`src/rtl/serial_io_cs_controller.sv`:
```
// serial_io_cs_controller
//   Decodes CPU IO-window accesses onto NUM_PORTS UART chip selects. Each port
//   owns one 16-byte block starting at block BASE_BLOCK. A valid access holds
//   the port enable for WAIT_STATES+1 cycles and strobes Ack_H on the last one.
//   An in-range access on the odd byte lane is rejected with LaneErr_H/Ack_H
//   and counted in a saturating error counter. All outputs are registered.
//
// Ports
//   Clock         in   rising-edge system clock
//   Reset         in   synchronous active-high reset
//   Address[15:0] in   CPU address within the IO window
//   IOSelect_H    in   IO window select, held for the whole access
//   ByteSelect_L  in   low = even byte lane (D15-D8)
//   Port_Enable   out  one-hot registered chip enables
//   Ack_H         out  one-cycle access-complete strobe
//   LaneErr_H     out  one-cycle wrong-lane strobe
//   Busy_H        out  high whenever the FSM is not IDLE
//   Error_Count   out  saturating count of lane errors
module serial_io_cs_controller #(
  parameter int          NUM_PORTS   = 3,
  parameter logic [11:0] BASE_BLOCK  = 12'h100,
  parameter int          WAIT_STATES = 2
) (
  input  logic                 Clock,
  input  logic                 Reset,
  input  logic [15:0]          Address,
  input  logic                 IOSelect_H,
  input  logic                 ByteSelect_L,
  output logic [NUM_PORTS-1:0] Port_Enable,
  output logic                 Ack_H,
  output logic                 LaneErr_H,
  output logic                 Busy_H,
  output logic [7:0]           Error_Count
);

  localparam logic [1:0] IDLE    = 2'd0;
  localparam logic [1:0] ACTIVE  = 2'd1;
  localparam logic [1:0] LERR    = 2'd2;
  localparam logic [1:0] RELEASE = 2'd3;

  localparam logic [NUM_PORTS-1:0] ONE = NUM_PORTS'(1);

  // 17-bit bounds so the upper limit cannot wrap past 16'hFFFF.
  localparam logic [16:0] ADDR_LO = {1'b0, BASE_BLOCK, 4'h0};
  localparam logic [16:0] ADDR_HI = ADDR_LO + 17'(NUM_PORTS * 16);

  function automatic logic [7:0] sat_inc(input logic [7:0] v);
    return (v == 8'hFF) ? v : v + 8'd1;
  endfunction

  logic [1:0]  state, state_nxt;
  logic [3:0]  cnt, cnt_nxt;
  logic [3:0]  port, port_nxt;
  logic        hit;
  logic [3:0]  port_idx;

  // Block offset fits in 4 bits, so only the low block nibble matters.
  assign hit      = ({1'b0, Address} >= ADDR_LO) && ({1'b0, Address} < ADDR_HI);
  assign port_idx = Address[7:4] - BASE_BLOCK[3:0];

  always_comb begin
    state_nxt = state;
    cnt_nxt   = cnt;
    port_nxt  = port;
    case (state)
      IDLE: begin
        if (IOSelect_H && hit) begin
          if (!ByteSelect_L) begin
            port_nxt  = port_idx;
            cnt_nxt   = 4'(WAIT_STATES);
            state_nxt = ACTIVE;
          end else begin
            state_nxt = LERR;
          end
        end
      end
      ACTIVE: begin
        if (!IOSelect_H)      state_nxt = IDLE;
        else if (cnt == 4'd0) state_nxt = RELEASE;
        else                  cnt_nxt   = cnt - 4'd1;
      end
      LERR:    state_nxt = RELEASE;
      default: if (!IOSelect_H) state_nxt = IDLE;
    endcase
  end

  // Registered outputs are computed from the next state so each output
  // lines up with the cycle the FSM actually spends in that state.
  always_ff @(posedge Clock) begin
    if (Reset) begin
      state       <= IDLE;
      cnt         <= 4'd0;
      Port_Enable <= '0;
      Ack_H       <= 1'b0;
      LaneErr_H   <= 1'b0;
      Busy_H      <= 1'b0;
      Error_Count <= 8'd0;
    end else begin
      state       <= state_nxt;
      cnt         <= cnt_nxt;
      Port_Enable <= (state_nxt == ACTIVE) ? (ONE << port_nxt) : '0;
      Ack_H       <= ((state_nxt == ACTIVE) && (cnt_nxt == 4'd0)) || (state_nxt == LERR);
      LaneErr_H   <= (state_nxt == LERR);
      Busy_H      <= (state_nxt != IDLE);
      if (state_nxt == LERR) Error_Count <= sat_inc(Error_Count);
    end
  end

  // Latched port index is pure data; it is only observed while ACTIVE.
  always_ff @(posedge Clock) begin
    port <= port_nxt;
  end

endmodule

```
`config.mk`:
```
export PLATFORM = sky130hd
export DESIGN_NAME = serial_io_cs_controller
export DESIGN_NICKNAME = d
export VERILOG_FILES = /design/src/rtl/serial_io_cs_controller.sv
export SDC_FILE = /design/constraint.sdc
export NUM_CORES = 1
export LEC_CHECK = 0
export BUFFER_PORTS_ARGS = -buffer_cell sky130_fd_sc_hd__buf_4
export CAP_MARGIN = 20
export CORE_ASPECT_RATIO = 1.5
export CORE_MARGIN = 5
export CORE_UTILIZATION = 50
export CTS_CLUSTER_DIAMETER = 200
export DETAILED_ROUTE_END_ITERATION = 8
export GPL_TIMING_DRIVEN = 0
export HOLD_SLACK_MARGIN = 0.06
export PLACE_DENSITY = 0.85
export SYNTH_ARGS = -nofsm -noshare
export SYNTH_HDL_FRONTEND = slang
export SYNTH_SLANG_ARGS = --single-unit
```
`constraint.sdc`:
```
create_clock -name Clock -period 1.95 [get_ports Clock]
set_input_delay 0.0975 -clock Clock [delete_from_list [all_inputs] [get_ports Clock]]
set_output_delay 0.0975 -clock Clock [all_outputs]
set_load 0.1 [all_outputs]
```
Word level (Yosys, flattened, before mapping) --
Cells that the tools add are included.
Storage, ports and cells: bits in registers 24, input bits 20, output and inout port bits 14, word-level logic and storage cells 44
Operators by class: $add $sub $neg 2, order comparisons 2, equality and inequality tests 5, shifts and indexed selects 1, multiplexer cells 14, bitwise gates (word level) 2, reductions and logical operators 10
Operators with widths (number):
- 2-to-1 mux 4 bit | 7
- greater-or-equal comparator 16 x 13 -> 1 bit, second input constant | 1
- < comparator 16 x 13 -> 1 bit, second input constant | 1
- 2-to-1 mux 2 bit | 5
- adder 8 x 1 -> 8 bit, second input constant | 1
- == test 8 bit, second input constant | 1
- logical NOT 4 bit | 2
- one-hot mux 4 bit (2 select lines) | 1
- one-hot mux 2 bit (3 select lines) | 1
- == test 2 x 1 -> 1 bit, second input constant | 2
- == test 2 bit, second input constant | 2
- left shift 1 x 4 -> 3 bit, first input constant | 1
- subtractor 4 x 1 -> 4 bit, second input constant | 1
- logical AND 1 bit | 3
- logical NOT 2 bit | 1
- NOT 1 bit | 2
- AND reduction 2 bit | 1
- nonzero test 2 bit | 1
- OR reduction 2 bit | 1
- logical OR 1 bit | 1

Logic depth before layout (Yosys ltp) --
depth after elaboration 8, gate-level depth with buffers 7, depth with buffers taken out 7

Worst setup path before layout --
No wires, ideal clock.
path kind register -> register, from register Error_Count[2], to register Error_Count[7], setup time 0.131 ns, arrival 2.014 ns, required time 1.819 ns, setup slack -0.196 ns, stages on the path, launching flop included 5, path buffers 0, clock period less this slack 2.146 ns, cells stage by stage dfxtp_1 -> nand4_1 -> or3_1 -> nor4b_1 -> nor3_1
On the way: cells in the longest elaborated chain, start to end 3, elaborated cells between the ends (all ways) 4, those cells by class add/sub (1); eq/ne (1); bitwise (1); reduce/logical (1)
Ends and longest elaborated chain:
- from (decl) | RTL line 33 | output logic [7:0] Error_Count
- from (signal assigned) | RTL line 105 | if (state_nxt == LERR) Error_Count <= sat_inc(Error_Count);
- branches (longest 3 deep; another with adder 8 x 1 -> 8 bit)
Several ways; the timed one is not identified. A chain may end at the register's enable or synchronous reset.

Worst setup path in the final report --
from register cnt[0], to register Ack_H
On the way: cells in the longest elaborated chain, start to end 7, elaborated cells between the ends (all ways) 15, those cells by class add/sub (1); eq/ne (2); mux (8); reduce/logical (4)
Ends and longest elaborated chain:
- from (decl) | RTL line 52 | logic [3:0] cnt, cnt_nxt;
- from (signal assigned) | RTL line 100 | cnt <= cnt_nxt;
- subtractor 4 x 1 -> 4 bit / logical NOT 4 bit (equally long branches) | RTL line 80, 79
- 2-to-1 mux 4 bit / 2-to-1 mux 2 bit (equally long branches) | RTL line 79 | else if (cnt == 4'd0) state_nxt = RELEASE;
- 2-to-1 mux 4 bit / 2-to-1 mux 2 bit (equally long branches) | RTL line 78 | if (!IOSelect_H) state_nxt = IDLE;
- one-hot mux 4 bit (2 select lines) / one-hot mux 2 bit (3 select lines) (equally long branches) | RTL line 65 | case (state)
- logical NOT 4 bit / == test 2 x 1 -> 1 bit (equally long branches) | RTL line 102 | Ack_H <= ((state_nxt == ACTIVE) && (cnt_nxt == 4'd0)) || (state_nxt == LERR);
- logical AND 1 bit | RTL line 102
- logical OR 1 bit * | RTL line 102
- to (signal assigned) | RTL line 102
- to (decl) | RTL line 30 | output logic Ack_H,
Every way passes the cells marked *; elsewhere a longest branch is shown, timed or not.

==> impl_metrics.csv <==
group,metric,value,unit
setup_path,crit_path_end_kind,"register",
synth,synth_area_per_cell,9.56,um2
power,p_per_area,668,nW/um2
status,status,"completed",
synth,ys_ff_latch,24,
sta,fin_ws,0.0625,ns
power,p_comb_frac,0.163,
routing,drc,0,
power,power_switching,0.263,mW
sta,max_slew_margin,0.701,
synth,ys_types,47,
synth,synth_nets,149,
setup_path,worstPathArrival,2.10,ns
cells_and_area,final_util,0.647,
synth,synth_cells,127,
synth,syn_area,1210,um2
grt,track_usage,0.177,
setup_path,path_buf_inv,1,
cells_and_area,drive_gt1_frac,0.358,
place,place_congestion,0.845,
routing,viasPerCell,6.03,
sta,fin_crit_sh,0.968,
cells_and_area,fill_cells,189,
routing,num_vias,1121,
floorplan,ios,34,
grt,grt.overflow.total,0,
floorplan,dieArea,3530,um2
floorplan,rows,22,
clock_tree,cts_setup_buffers,0,
routing,totalWireLength,2860,um
setup_path,cp_data_required_time,2.17,ns
power,power,1.03,mW
grt,grt_max_degree,15,
routing,routedWlPerCell,15.4,um
setup_path,critical_path_class,"reg2reg",
power,p_clk_frac,0.347,
setup_path,cpMaxStageDelayCell,"or4b_2",
sta,hold_viol,0,
clock_tree,cts.clk_slew.worst_paths,0.13,ns
sta,finClkSkew,0.00616,ns
power,peakVddDrop,438,uV
synth,async_flop_share,0,
cells_and_area,design_area,1550,um2
clock_tree,cts-buffers-inserted,3,
grt,antenna_found_initial,0,
place,placedCellCount,180,
setup_path,max_stage_delay,0.64,ns
clock_tree,clk_path_buf_depth,2,
power,pwr-share-seq,0.490,
floorplan,die_y,70.3,um
cells_and_area,syn2layout_area_growth,27.6,%
synth,yosys.area.top_type,"dfxtp_1",
sta,period_minus_slack,1.89,ns
place,pre_cts_ws,0.0981,ns
grt,grt_pass1_wl,5050,um
power,p_sw_frac,0.255,
cells_and_area,final-instance-count-excl-fill,186,
floorplan,start_util,0.507,
clock_tree,htreeDepth,1,
place,placed_cell_area,1470,um2
place,io_buffers,29,
routing,dr.pass1.iters,4,
clock_tree,cts_tree,"yes",
setup_path,crit_fanout,4,
synth,yosysWarnings,0,
sta,max_clock_freq,530,MHz
synth,ys_top_cells_by_area,"dfxtp_1, a21oi_1, or4_1, nand3_1, inv_1",
floorplan,die_w,50.2,um
cells_and_area,insertedDiodeCount,0,
cells_and_area,fin_nets,185,
power,total_leakage_power,0.623,nW
clock_tree,root_buffer,"clkbuf_4",
sta,finalSetupViolations,0,
setup_path,worst_setup_path_start_kind,"register",
synth,yosysMostFrequentCell,"dfxtp_1",
setup_path,cp_cell_sequence,"inv_1 -> ha_1 -> or4b_2 -> mux2i_1 -> a311o_1 -> o32ai_2",
hold_path,min_path_type,"in2reg",
flow_run,drv_cap,0,
sta,rsz0062_at_grt,"false",
synth,ys_top_cells_by_count,"dfxtp_1, inv_1, a21oi_1",
sta,worst_pin_slew,0.447,ns
sta,slew_violations,0,
synth,netlist.area_leader.share,0.396,
routing,first_iter_violations,21,
synth,yosysSeqAreaShare,0.396,
floorplan,fp.coreArea,2390,um2
clock_tree,clock_latency,0.32,ns
synth,synth_edf_count,0,
power,internal_power,0.771,mW
grt,grt_pass1_vias,1165,
setup_path,cp_top_family,"simple AND/OR/NAND/NOR gates",
place,hpwlAfterDp,2220,um
clock_tree,clock_sinks,24,
synth,ys.flop_type,"dfxtp_1",
routing,antenna_left,0,
==> worst reg2reg max path, stage by stage (launching register included) <==
cell and delay, ns:
dfxtp_2 0.37, inv_1 0.06, ha_1 0.24, or4b_2 0.64, mux2i_1 0.18, a311o_1 0.19
o32ai_2 0.10
==> metrics by stage <==
step | hold slack [ns] | setup TNS [ns]
3_3_place_gp | 0.302 | 0
4_1_cts | 0.0658 | 0
2_1_floorplan | 0.177 | -0.118
3_5_place_dp | 0.301 | 0
5_1_grt | 0.0790 | 0
6_report | 0.0798 | 0
==> layout make-up <==
type | count | area, um2 | area share
inverters | 9 | 33.8 | 0.0218
multi-input cells | 91 | 687 | 0.443
well taps | 24 | 30.0 | 0.0194
clock buffers | 3 | 22.5 | 0.0145
clock inverters | 1 | 30.0 | 0.0194
repair buffers | 31 | 238 | 0.153
plain buffers | 3 | 20.0 | 0.0129
flip-flops and latches | 24 | 488 | 0.315
==> metal layers <==
layer	track usage	vias to the layer above	routed length (um)
li1	-	551	-
met1	0.183	525	1100
met2	0.323	36	1530
met3	0.0384	9	145
met4	0.0787	0	81
met5	0	-	0
==> layout by cell type, fill, tap and decap left out, types with 2 or more instances in the layout <==
cell	n
nand3_1	7
o21ai_0	4
nor3b_1	2
and2_1	4
ha_1	2
nor2_1	6
or4_1	5
nand4_1	3
o31ai_1	3
nor3_1	2
inv_1	9
clkbuf_4	3
buf_4	29
mux2_2	3
nand4_2	2
nand2_1	6
dfxtp_2	6
a21oi_1	8
nor4b_1	2
dlygate4sd3_1	2
a31oi_1	2
or3_1	3
or2_2	3
dfxtp_1	18
==> power by group through the flow <==
stage / clock (mW) / sequential, mW / combinational, mW
finish: 0.359 / 0.507 / 0.169
global route: 0.387 / 0.509 / 0.180
CTS: 0.365 / 0.507 / 0.167
detailed placement: 0 / 0.518 / 0.163
global placement: 0 / 0.517 / 0.161
floorplan: 0 / 0.570 / 0.0549
==> repair_timing <==
| action | CTS | global route |
|---|---|---|
| resized for setup | 0 | 2 |
| endpoints found under the setup margin | 0 | 5 |
| hold buffers | 2 | 0 |
| hold endpoints to repair | 2 | 0 |
==> kinds of logic (layout without fill, tap and decap cells) <==
logic type	Yosys count	after routing	synth area share
simple gates	56	56	0.331
compound gates	28	28	0.165
flops	24	24	0.396
buf+inv	12	47	0.0443
mux	4	4	0.0361
fa+ha+maj	2	2	0.0206
xor+xnor	1	1	0.00722
==> final timing paths <==
check,end,cells past startpoint,startpoint,slack [ns]
min,port[0],2,Address[4],0.08
max,Ack_H,6,cnt[0],0.06
max reg2reg,Ack_H,6,cnt[0],0.06
min reg2reg,port[2],1,port[2],0.49
==> state kept, by name, summed over array words and instances (netlist names) <==
register,count
LaneErr_H,1
Ack_H,1
Port_Enable,3
cnt,4
Error_Count,8
Busy_H,1
state,2
port,4
Note: power is estimated with default switching activity, not from simulation.
